<file path="config.mk">
export PLATFORM = sky130hd
export DESIGN_NAME = dop_mode_ctrl
export DESIGN_NICKNAME = d
export VERILOG_FILES = /design/src/rtl/dop_mode_ctrl.sv
export SDC_FILE = /design/constraint.sdc
export NUM_CORES = 1
export LEC_CHECK = 0
export ABC_AREA = 1
export CORE_MARGIN = 2
export CORE_UTILIZATION = 33
export CTS_BUF_LIST = sky130_fd_sc_hd__clkbuf_4 sky130_fd_sc_hd__clkbuf_8
export DETAILED_ROUTE_END_ITERATION = 10
export HOLD_SLACK_MARGIN = 0.06
export RECOVER_POWER = 50
export SLEW_MARGIN = 20
export SYNTH_ARGS = -nofsm -noshare
export SYNTH_HDL_FRONTEND = slang
export SYNTH_SLANG_ARGS = --single-unit
</file>
<file path="constraint.sdc">
create_clock -name bclk -period 2.1 [get_ports bclk]
set_clock_uncertainty 0.15 [all_clocks]
set_input_delay 0.21 -clock bclk [delete_from_list [all_inputs] [get_ports bclk]]
set_output_delay 0.21 -clock bclk [all_outputs]
set_load 0.01 [all_outputs]
</file>
<file path="src/rtl/dop_mode_ctrl.sv">
// rtl/dop_mode_ctrl.sv - DoP marker checker and PCM/ACQ/DSD/MUTE mode controller
// Routes each I2S frame to the PCM path, the DSD payload path, or drops it while muted.
module dop_mode_ctrl #(
   parameter int DW          = 16,
   parameter int LOCK_CNT    = 32,
   parameter int UNLOCK_CNT  = 4,
   parameter int MUTE_FRAMES = 64
) (
   input  logic          bclk,
   input  logic          rst,
   input  logic          valid_i,
   input  logic [DW+7:0] ldata_i,
   input  logic [DW+7:0] rdata_i,
   output logic          pcm_valid_o,
   output logic [DW+7:0] pcm_ldata_o,
   output logic [DW+7:0] pcm_rdata_o,
   output logic          dsd_valid_o,
   output logic [DW-1:0] dsd_ldata_o,
   output logic [DW-1:0] dsd_rdata_o,
   output logic          mode_o,
   output logic          mute_o,
   output logic          lock_err_o
);

   localparam int AW = $clog2(LOCK_CNT + 1);
   localparam int MW = $clog2(UNLOCK_CNT + 1);
   localparam int TW = $clog2(MUTE_FRAMES + 1);
   localparam logic [7:0]    MK_A    = 8'h05;
   localparam logic [7:0]    MK_B    = 8'hFA;
   localparam logic [DW-1:0] SILENCE = {(DW / 8){8'h69}};

   typedef enum logic [1:0] {S_PCM, S_ACQ, S_DSD, S_MUTE} state_t;

   state_t        state, state_nxt;
   logic [AW-1:0] acq_cnt, acq_nxt;
   logic [MW-1:0] miss_cnt, miss_nxt;
   logic [TW-1:0] mute_cnt, mute_nxt;
   logic          last_mk_vld;
   logic [7:0]    last_mk;
   logic [7:0]    lmk, rmk;
   logic          mk_is_dop, good;
   logic          pcm_fire, dsd_fire, dsd_sil, lerr_fire;

   assign lmk       = ldata_i[DW+7:DW];
   assign rmk       = rdata_i[DW+7:DW];
   assign mk_is_dop = (lmk == MK_A) || (lmk == MK_B);
   // A repeat of the previous marker means the alternation broke; "none" never matches.
   assign good      = (lmk == rmk) && mk_is_dop && !(last_mk_vld && (lmk == last_mk));

   assign mode_o = (state == S_DSD);
   assign mute_o = (state == S_ACQ) || (state == S_MUTE);

   always_comb begin
      state_nxt = state;
      acq_nxt   = acq_cnt;
      miss_nxt  = miss_cnt;
      mute_nxt  = mute_cnt;
      pcm_fire  = 1'b0;
      dsd_fire  = 1'b0;
      dsd_sil   = 1'b0;
      lerr_fire = 1'b0;
      if (valid_i) begin
         case (state)
            S_PCM: begin
               if (good) begin
                  state_nxt = S_ACQ;
                  acq_nxt   = AW'(1);
               end else begin
                  pcm_fire = 1'b1;
               end
            end
            S_ACQ: begin
               if (good) begin
                  if (acq_cnt >= AW'(LOCK_CNT - 1)) begin
                     state_nxt = S_DSD;
                     acq_nxt   = '0;
                     miss_nxt  = '0;
                     dsd_fire  = 1'b1;
                  end else begin
                     acq_nxt = acq_cnt + AW'(1);
                  end
               end else begin
                  state_nxt = S_PCM;
                  acq_nxt   = '0;
                  pcm_fire  = 1'b1;
               end
            end
            S_DSD: begin
               if (good) begin
                  miss_nxt = '0;
                  dsd_fire = 1'b1;
               end else if (miss_cnt >= MW'(UNLOCK_CNT - 1)) begin
                  state_nxt = S_MUTE;
                  miss_nxt  = MW'(UNLOCK_CNT);
                  mute_nxt  = '0;
                  lerr_fire = 1'b1;
               end else begin
                  miss_nxt = miss_cnt + MW'(1);
                  dsd_fire = 1'b1;
                  dsd_sil  = 1'b1;
               end
            end
            S_MUTE: begin
               if (mute_cnt >= TW'(MUTE_FRAMES - 1)) begin
                  state_nxt = S_PCM;
                  mute_nxt  = '0;
               end else begin
                  mute_nxt = mute_cnt + TW'(1);
               end
            end
            default: state_nxt = S_PCM;
         endcase
      end
   end

   always_ff @(posedge bclk or negedge rst) begin
      if (!rst) begin
         state       <= S_PCM;
         acq_cnt     <= '0;
         miss_cnt    <= '0;
         mute_cnt    <= '0;
         last_mk_vld <= 1'b0;
         last_mk     <= '0;
         pcm_valid_o <= 1'b0;
         pcm_ldata_o <= '0;
         pcm_rdata_o <= '0;
         dsd_valid_o <= 1'b0;
         dsd_ldata_o <= '0;
         dsd_rdata_o <= '0;
         lock_err_o  <= 1'b0;
      end else begin
         state       <= state_nxt;
         acq_cnt     <= acq_nxt;
         miss_cnt    <= miss_nxt;
         mute_cnt    <= mute_nxt;
         pcm_valid_o <= pcm_fire;
         dsd_valid_o <= dsd_fire;
         lock_err_o  <= lerr_fire;
         // Track any valid DoP marker, good or bad, so a single glitch cannot cascade.
         if (valid_i && mk_is_dop) begin
            last_mk_vld <= 1'b1;
            last_mk     <= lmk;
         end
         if (pcm_fire) begin
            pcm_ldata_o <= ldata_i;
            pcm_rdata_o <= rdata_i;
         end
         if (dsd_fire) begin
            dsd_ldata_o <= dsd_sil ? SILENCE : ldata_i[DW-1:0];
            dsd_rdata_o <= dsd_sil ? SILENCE : rdata_i[DW-1:0];
         end
      end
   end

endmodule

</file>
# Word-level counts from Yosys, hierarchy flattened
# Cells that the tools add are included.
[word_totals]
in_bits = 51
out_inout_bits = 85
reg_bits = 110
[classes]
addsub = 3
muxes = 38
order_cmp = 3
reduce_logical = 16
eq_ne = 14
[op_table]
columns = ["cell", "n"]
rows = [
  ["$mux W16", 2],
  ["$mux W7", 3],
  ["$mux W6", 3],
  ["$eq A8 B8 Y1", 2],
  ["$mux W1", 15],
  ["$pmux W7 S2", 1],
  ["$mux W2", 6],
  ["$mux W3", 4],
  ["$pmux W6 S2", 1],
  ["$eq A8 B3 Y1 const B", 1],
  ["$eq A8 B8 Y1 const B", 1],
  ["$pmux W2 S4", 1],
  ["$reduce_and A4 Y1", 2],
  ["$add A7 B1 Y7 const B", 1],
  ["$ge A7 B6 Y1 const B", 1],
  ["$add A6 B1 Y6 const B", 1],
  ["$ge A6 B5 Y1 const B", 1],
  ["$ne A2 B1 Y1 const B", 3],
  ["$ne A2 B2 Y1 const B", 3],
  ["$pmux W3 S2", 1],
  ["$reduce_and A6 Y1", 1],
  ["$reduce_bool A2 Y1", 3],
  ["$eq A2 B2 Y1 const B", 2],
  ["$logic_and A1 B1 Y1", 4],
  ["10 further kinds", 11],
]

# Logic depth before layout (Yosys ltp)
[logic_depth]
depth_word = 8
ltp_mapped = 16
depth_no_buf = 15

# Worst setup path after synthesis
# Ideal clock, no wire load.
[synth_timing]
path_kind = "reg-to-reg"
from = "reg miss_cnt[0]"
to = "reg dsd_ldata_o[15]"
n_path_buf = 1
arrival_ns = 1.614
path_stages_with_launch = 10
t_required_ns = 1.820
period_less_slack_ns = 1.894
slack_ns = 0.206
cell_sequence = "dfrtp_1 -> ha_1 -> ha_1 -> nor2_1 -> nand2_1 -> nor2_1 -> nand3_1 -> buf_2 -> nand2_1 -> o21ai_0"
[synth_via]
elab_chain_len = 6
word_cells_on_any_way = 9
cone_classes = "order compare (1); mux (8)"
[synth_rtl]
columns = ["element", "line_no", "rtl"]
rows = [
  ["from (decl)", "36", "logic [MW-1:0] miss_cnt, miss_nxt;"],
  ["from (signal assigned)", "134", "miss_cnt <= miss_nxt;"],
  ["$ge A3 B2 Y1 (*)", "92", "end else if (miss_cnt >= MW'(UNLOCK_CNT - 1)) begin"],
  ["$mux W1 (*)", "92", ""],
  ["$mux W1", "89", "if (good) begin"],
  ["$mux W1", "63", "case (state)"],
  ["$mux W1", "62", "if (valid_i) begin"],
  ["$mux W16", "149", "dsd_ldata_o <= dsd_sil ? SILENCE : ldata_i[DW-1:0];"],
  ["to (signal assigned)", "149", ""],
  ["to (decl)", "18", "output logic [DW-1:0] dsd_ldata_o,"],
]
# Mark *: on every way between the ends. The rest lies on a longest branch, timed or not.
# A chain may end at the register's enable or synchronous reset.

# Worst setup path after layout
[layout_timing]
from = "reg state[0]"
to = "out mute_o"
[layout_via]
elab_chain_len = 2
word_cells_on_any_way = 3
cone_classes = "eq/ne (2); reduce/logical (1)"
[layout_rtl]
columns = ["element", "line_no", "rtl"]
rows = [
  ["from (decl)", "34", "state_t state, state_nxt;"],
  ["from (signal assigned)", "132", "state <= state_nxt;"],
  ["$eq A2 B1 Y1 / $eq A2 B2 Y1 (equally long branches)", "51", "assign mute_o = (state == S_ACQ) || (state == S_MUTE);"],
  ["$logic_or A1 B1 Y1 (*)", "51", ""],
  ["to (decl)", "21", "output logic mute_o,"],
]
# Marks and branches as above.

==> flow_results.org <==
** Logic synthesis
- Fraction of registers with async set or reset after synthesis :: 1.000
- Yosys instantiated no cell more often than sky130_fd_sc_hd__nand2_1.
- Part of the Yosys area used for sequential elements :: 0.5328
- Counting every instance in the synthesized netlist gives 657.
- Cell area after synthesis :: around 5200 sq um
- A synthesized cell averages 7.863 sq um.
- For this run, the leading register cell type out of synthesis is sky130_fd_sc_hd__dfrtp_1.
- Number of enable-type register cells in the synthesized netlist :: 0
- Synth top area share :: 0.5328
- When the netlist entered floorplanning its net count stood at 716.
- Sorting the synthesized cells by area gives the leading types as sky130_fd_sc_hd__dfrtp_1 53%, sky130_fd_sc_hd__nand2_1 20%, sky130_fd_sc_hd__o21ai_0 5.9%.
- The commonest cells after synthesis are 282 x sky130_fd_sc_hd__nand2_1, 110 x sky130_fd_sc_hd__dfrtp_1, 69 x sky130_fd_sc_hd__inv_1, 61 x sky130_fd_sc_hd__o21ai_0, 33 x sky130_fd_sc_hd__nor2_1.
- Number of synthesized register bits :: 110
- Synthesis Warnings :: 0
- Cell taking the most area after synthesis :: sky130_fd_sc_hd__dfrtp_1
- Number of different library cells in the post-synthesis netlist :: 29

** Finish
- At the end of the flow the core is filled with cells to 0.4836.
- Ant. Diodes :: 0
- Compared with the post-synthesis result, the final layout area differs by 42.82%.
- The final layout contains 896 nets.
- Counting the fill cells in the layout gives between 1000 and 1500.
- The finished cells cover 7378 sq um.
- In the final layout, the share of cells above drive strength 1 is 0.1105.

** Power
- Leakage power :: approximately 3.8 nW
- Worst-case vdd ir drop :: 0.4292 mV
- Power per standard cell area :: 840.2 nW/um^2

** Floorplanning
- Core outline area :: roughly 15000 sq um
- Measured along the y axis, the die boundary spans approximately 130 microns.
- For this configuration, the core starts out at a cell density of 0.3386.
- The die covers about 17000 sq um.
- In this run the core area contains 45 standard-cell rows.
- Die extent in x :: 129.1 microns
- Ports placed on the boundary :: 136

** CTS
- Clock-pin slew on the worst setup and hold paths :: 110 ps
- H-Tree Level Count :: 3
- Clock tree synthesis selected as its root buffer the cell sky130_fd_sc_hd__clkbuf_8.
- At the later pin of the worst-skew pair, clock insertion delay measures 380 ps.
- Counting along the longest clock path gives a buffer depth of 2.
- Number of clock buffers inserted by TritonCTS :: 9
- TritonCTS sink count :: 110
- CTS tree :: done

** Setup path
- Kind of launch point of the worst setup path :: register
- Sort of element at the end of the critical path :: primary output
- For the worst setup path, the data required time is 1740 ps.
- Along the worst path, the maximum fanout reaches 5.
- At the worst endpoint, the arrival time is ~1700 ps.
- The critical path is of the register to primary output type.

** Placed design
- HPWL reported at the end of detailed placement :: 10380 microns
- Routability Congestion :: 0.8799
- In this run the tool buffered the top-level ports with 135 buffer cells.
- Once placement finished, the instance area stood at 7126 sq um.

** Worst hold path
- Hold WC Path Type :: input port to register

** GRT
- The number of antenna violations at the first check in global routing came to 0.
- Most crowded layer after global routing :: met2
- For this run, global-route usage on met2 was measured as 0.2851.
- For this run, global-route usage on met3 was measured as 0.03303.
- Global-route wire length before repair :: 22760 microns
- Overflow after GRT :: 0
- Pin count of the biggest net entering global routing :: 45
- The via count of the first global-routing pass is 4609.
- For met1 alone, demand over resource in global routing was 0.2320.
- Gr usage total :: 0.1721

** Timing
- The max-slew violation count was 0.
- The clock period could shrink to 2005 ps.
- Setup repair after global routing could not meet its margin everywhere.
- Measured against its own limit, the worst slew margin works out to 0.2912.
- Upper clock frequency limit :: 0.4986 GHz
- Worst Tran Pin Value :: 1063 ps
- Of the available clock period, the critical path in the final layout requires 0.9550.
- Setup violations remaining at the end of the flow were counted as 0.
- The number of hold-slack violations in the final timing report is 0.

** Outcome
- The run finished with clean final reports.

** Flow run
- The tool flagged a number of max-cap violations equal to 0.

** Detailed routing
- Initial drt markers :: 257
- Number of nets still failing antenna checks after routing :: 0
- The first detailed-routing pass took 5 iterations.
- Remaining routing DRC violations :: 0
- In the routed layout, each cell is associated on average with a via count of between 4 and 5.
- Mean routed wirelength per cell :: approximately 13 microns
- Routed WL :: about 14000 microns
- The detailed router placed 4736 vias in this run.
-- worst paths after layout --
kind / from / end / slack, ps / cells after the start
setup / recovery: state[0]$_DFFE_PN0P_ / mute_o / 90 / 5
max in group asynchronous: rst / pcm_rdata_o[21]$_DFFE_PN0P_ / 310 / 3
min in group asynchronous: rst / pcm_rdata_o[8]$_DFFE_PN0P_ / 380 / 2
hold reg to reg: pcm_rdata_o[10]$_DFFE_PN0P_ / pcm_rdata_o[10]$_DFFE_PN0P_ / 340 / 2
hold / removal: ldata_i[17] / pcm_ldata_o[17]$_DFFE_PN0P_ / 90 / 3
setup reg to reg: last_mk[6]$_DFFE_PN0P_ / dsd_rdata_o[15]$_DFFE_PN0P_ / 160 / 14
-- power by group --
part	switching, mW	leakage, nW	total (mW)	internal, mW
registers	0.236	1.41	2.78	2.55
logic	1.07	2.30	2.15	1.07
clock network	0.798	0.0979	1.27	0.470
total	2.11	3.80	6.20	4.09
-- layout by cell type (no fill, tap or decap), types with 4 or more instances in the layout --
cell type	instances
sky130_fd_sc_hd__nand2_1	281
sky130_fd_sc_hd__o21ai_2	5
sky130_fd_sc_hd__inv_2	4
sky130_fd_sc_hd__clkdlybuf4s50_1	93
sky130_fd_sc_hd__dfrtp_1	109
sky130_fd_sc_hd__clkbuf_8	9
sky130_fd_sc_hd__nand2_2	4
sky130_fd_sc_hd__dlygate4sd3_1	38
sky130_fd_sc_hd__inv_1	66
sky130_fd_sc_hd__nand3_1	21
sky130_fd_sc_hd__ha_1	7
sky130_fd_sc_hd__nor2_1	31
sky130_fd_sc_hd__buf_4	44
sky130_fd_sc_hd__a21oi_1	15
sky130_fd_sc_hd__buf_12	7
sky130_fd_sc_hd__o21ai_0	60
sky130_fd_sc_hd__nand4_1	8
-- logic make-up (layout without fill, tap and decap cells) --
group / after synthesis / after routing / share of synthesized area
simple gates: 358 / 358 / 0.2788
flops: 110 / 110 / 0.5328
buf+inv: 93 / 278 / 0.07629
compound gates: 84 / 84 / 0.08598
fa+ha+maj: 8 / 8 / 0.01938
xor+xnor: 4 / 4 / 0.006783
-- area by class of cell --
class | count | area, sq um | area share
sequential | 110 | 2754 | 0.3732
multi-input combinational | 454 | 2029 | 0.2751
timing repair buffer | 190 | 1852 | 0.2510
inverter | 72 | 277.8 | 0.03765
tap | 211 | 264.0 | 0.03578
clock buffer | 9 | 123.9 | 0.01679
clock inverter | 7 | 77.57 | 0.01051
-- critical path: stages (launching register included) --
cell and delay, ps:
sky130_fd_sc_hd__dfrtp_2 420, sky130_fd_sc_hd__buf_4 150, sky130_fd_sc_hd__ha_1 220, sky130_fd_sc_hd__inv_1 110, sky130_fd_sc_hd__nand2_1 80, sky130_fd_sc_hd__dlygate4sd2_1 290
-- metrics by stage --
step	power (mW)	setup TNS, ps	worst slack (ps)	instances	hold WS [ps]
floorplan	3.692	0	206.2	657	-235.6
global placement	5.004	-22810	-302.3	1033	81.69
detailed placement	5.047	-25260	-355.5	1033	78.94
CTS	6.367	0	52.42	1051	199.1
global route	6.641	-14.68	-6.581	1053	113.6
finish	6.199	0	94.58	1053	92.55
-- routing by layer --
layer	share of wire	wire length [microns]	up-vias
met1	0.48	6617	2210
met3	0.043	589	9
met4	0.0063	87	0
li1	-	-	2400
met2	0.47	6548	117
met5	0	0	-
-- timing repair --
item                                    in CTS  in global routing
endpoints found under the setup margin       2                 66
setup buffers                                1                  2
endpoints found under the hold margin       40                  0
hold buffers                                 1                  0
resized for setup                            4                 15
-- state kept, by name (all words and copies together) (netlist names), 3 cells and up, named ones only --
register / count
mute_cnt: 7
pcm_rdata_o: 24
last_mk: 8
dsd_ldata_o: 16
pcm_ldata_o: 24
miss_cnt: 3
acq_cnt: 6
dsd_rdata_o: 16
Note: power is estimated with default switching activity, not from simulation.
==> RTL change (config.mk and constraints unchanged) <==
The 4 states of `state_t` get a one-hot encoding in 4 bits.
--- a/src/rtl/dop_mode_ctrl.sv
+++ b/src/rtl/dop_mode_ctrl.sv
@@ -29,7 +29,7 @@
    localparam logic [7:0]    MK_B    = 8'hFA;
    localparam logic [DW-1:0] SILENCE = {(DW / 8){8'h69}};
 
-   typedef enum logic [1:0] {S_PCM, S_ACQ, S_DSD, S_MUTE} state_t;
+   typedef enum logic [3:0] {S_PCM = 4'b0001, S_ACQ = 4'b0010, S_DSD = 4'b0100, S_MUTE = 4'b1000} state_t;
 
    state_t        state, state_nxt;
    logic [AW-1:0] acq_cnt, acq_nxt;
Formal check against the unedited RTL: no difference found for any inputs over 10 cycles, from zero or initial values and one cycle with rst low; not proved beyond that.
==> RTL change against the original RTL <==
  * Critical path depth up 1
  * Largest cell class unchanged
  * Design area increased by 4.1%
  * Critical endpoint unchanged
  * Count of clock-buffer cells in the layout grew 1
  * Area after synthesis rose by 6.6%
  * Cell count grew 4.4%
  * Sequential cell count up 2
  * Power rose by 9.1%
  * Setup slack better by 0.032 ns
  * Clock power is 5% higher
  * Sequential share of layout area down 0.83 points
  * Routed wire length grew 2.4%
==> RTL change: results (changes against the original RTL) <==
* Final worst setup slack at 0.126 ns (+0.0317 ns)
* Met3 Routed Length at 542 µm (-8.0%)
* Detailed placement HPWL at 10500 µm (+1.1%)
* Via-to-Cell Ratio at 4.46 (-0.75%)
* Wire length on met1 at 6690 µm (+1.1%)
* Wire per inst at 12.9 µm (-1.9%)
* Outcome: completed
* Complex-gate fraction of the synthesized area at 6.59% (-2.0 points)
* Setup crit start: state[2]
* Reg2reg start: acq_cnt[0]
* Worst slew pin tran at 0.866 ns (-0.197 ns)
* Lkg Pwr at 4.10 nW (+7.8%)
* Area contributors post-synth: dfrtp_1, nand2_1, inv_1
* Worst IR Drop VDD at 0.000357 V (-17%)
* Post-Synth XOR/XNOR Area at 0.955% (+0.28 points)
* Unique cell type count in the Yosys netlist at 38 (+31%)
* Sequential cell area fraction in the yosys report at 50.9% (-2.3 points)
* Syn Nets at 760 (+6.1%)
* Most frequent cells after synthesis: nand2_1, dfrtp_1, inv_1
* FF-to-FF End: state[2]
* Reg2Reg Depth at 10 (-4)
* DRT iter0 DRCs at 306 (+19%)
* Total GRT Usage at 16.3% (-0.94 points)
* Fill cells at 1654 (+13%)
* Placed standard-cell area at 7410 µm² (+4.0%)
* Adder-cell share of the synthesized area at 0.909% (-1.0 points)
* Pin count of the biggest net entering global routing at 49 (+8.9%)
* Met3 usage at 2.13% (-1.2 points)
* Routability Congestion at 0.829 (-5.8%)
* Post-place setup slack at -0.325 ns (+0.0307 ns)
-- RTL change: cell count changes in the layout (fill, tap and decap cells not counted), sizes merged, moves of 2 or more --
| cell | unedited run | this run |
|---|---|---|
| and2 | 0 | 2 |
| buf | 52 | 44 |
| dlygate4sd3 | 38 | 33 |
| dlymetal6s2s | 2 | 7 |
| ha | 8 | 4 |
| inv | 75 | 92 |
| nand2 | 286 | 289 |
| nand3 | 22 | 58 |
| nor3 | 3 | 6 |
| o21ai | 67 | 50 |
| xnor2 | 1 | 3 |
-- RTL change: critical path, cell delays in order, from the launching register on --
cell and delay (ns):
dfrtp_1 0.43, nor2_2 0.12, inv_1 0.07, nor3_4 0.15, inv_2 0.10, nand2_1 0.10
dlygate4sd2_1 0.27
-- RTL change: cell type report --
type,count,area (µm²),area share (%)
sequential,112,2800,36.5
timing repair buffer,181,1830,23.9
tap,220,275,3.58
clock buffer,10,138,1.79
multi-input combinational,479,2230,29.0
inverter,91,342,4.45
clock inverter,6,65.1,0.847
-- RTL change: how the worst min path moves through the flow --
stage / startpoint / end / slack (ns)
after global routing: valid_i / state[0] / 0.14
after global placement: rst / pcm_rdata_o[22] / 0.05
final: ldata_i[21] / pcm_ldata_o[21] / 0.10
after detailed placement: rst / last_mk[3] / 0.05
after CTS: valid_i / state[0] / 0.11
after floorplan: rst / acq_cnt[0] / -0.24
-- RTL change: where the power goes --
group          total (mW)  internal [mW]  switching [mW]
combinational        2.46           1.22            1.24
clock                1.33          0.589           0.741
sequential           2.97           2.68           0.291
-- RTL change: repair_timing --
| item | CTS | global route |
|---|---|---|
| setup buffers | 1 | 0 |
| endpoints found under the setup margin | 2 | 86 |
| gates cloned | 0 | 1 |
| pin swaps | 0 | 1 |
| resized for setup | 3 | 17 |
| hold buffers | 1 | 0 |
| hold endpoints to repair | 112 | 0 |
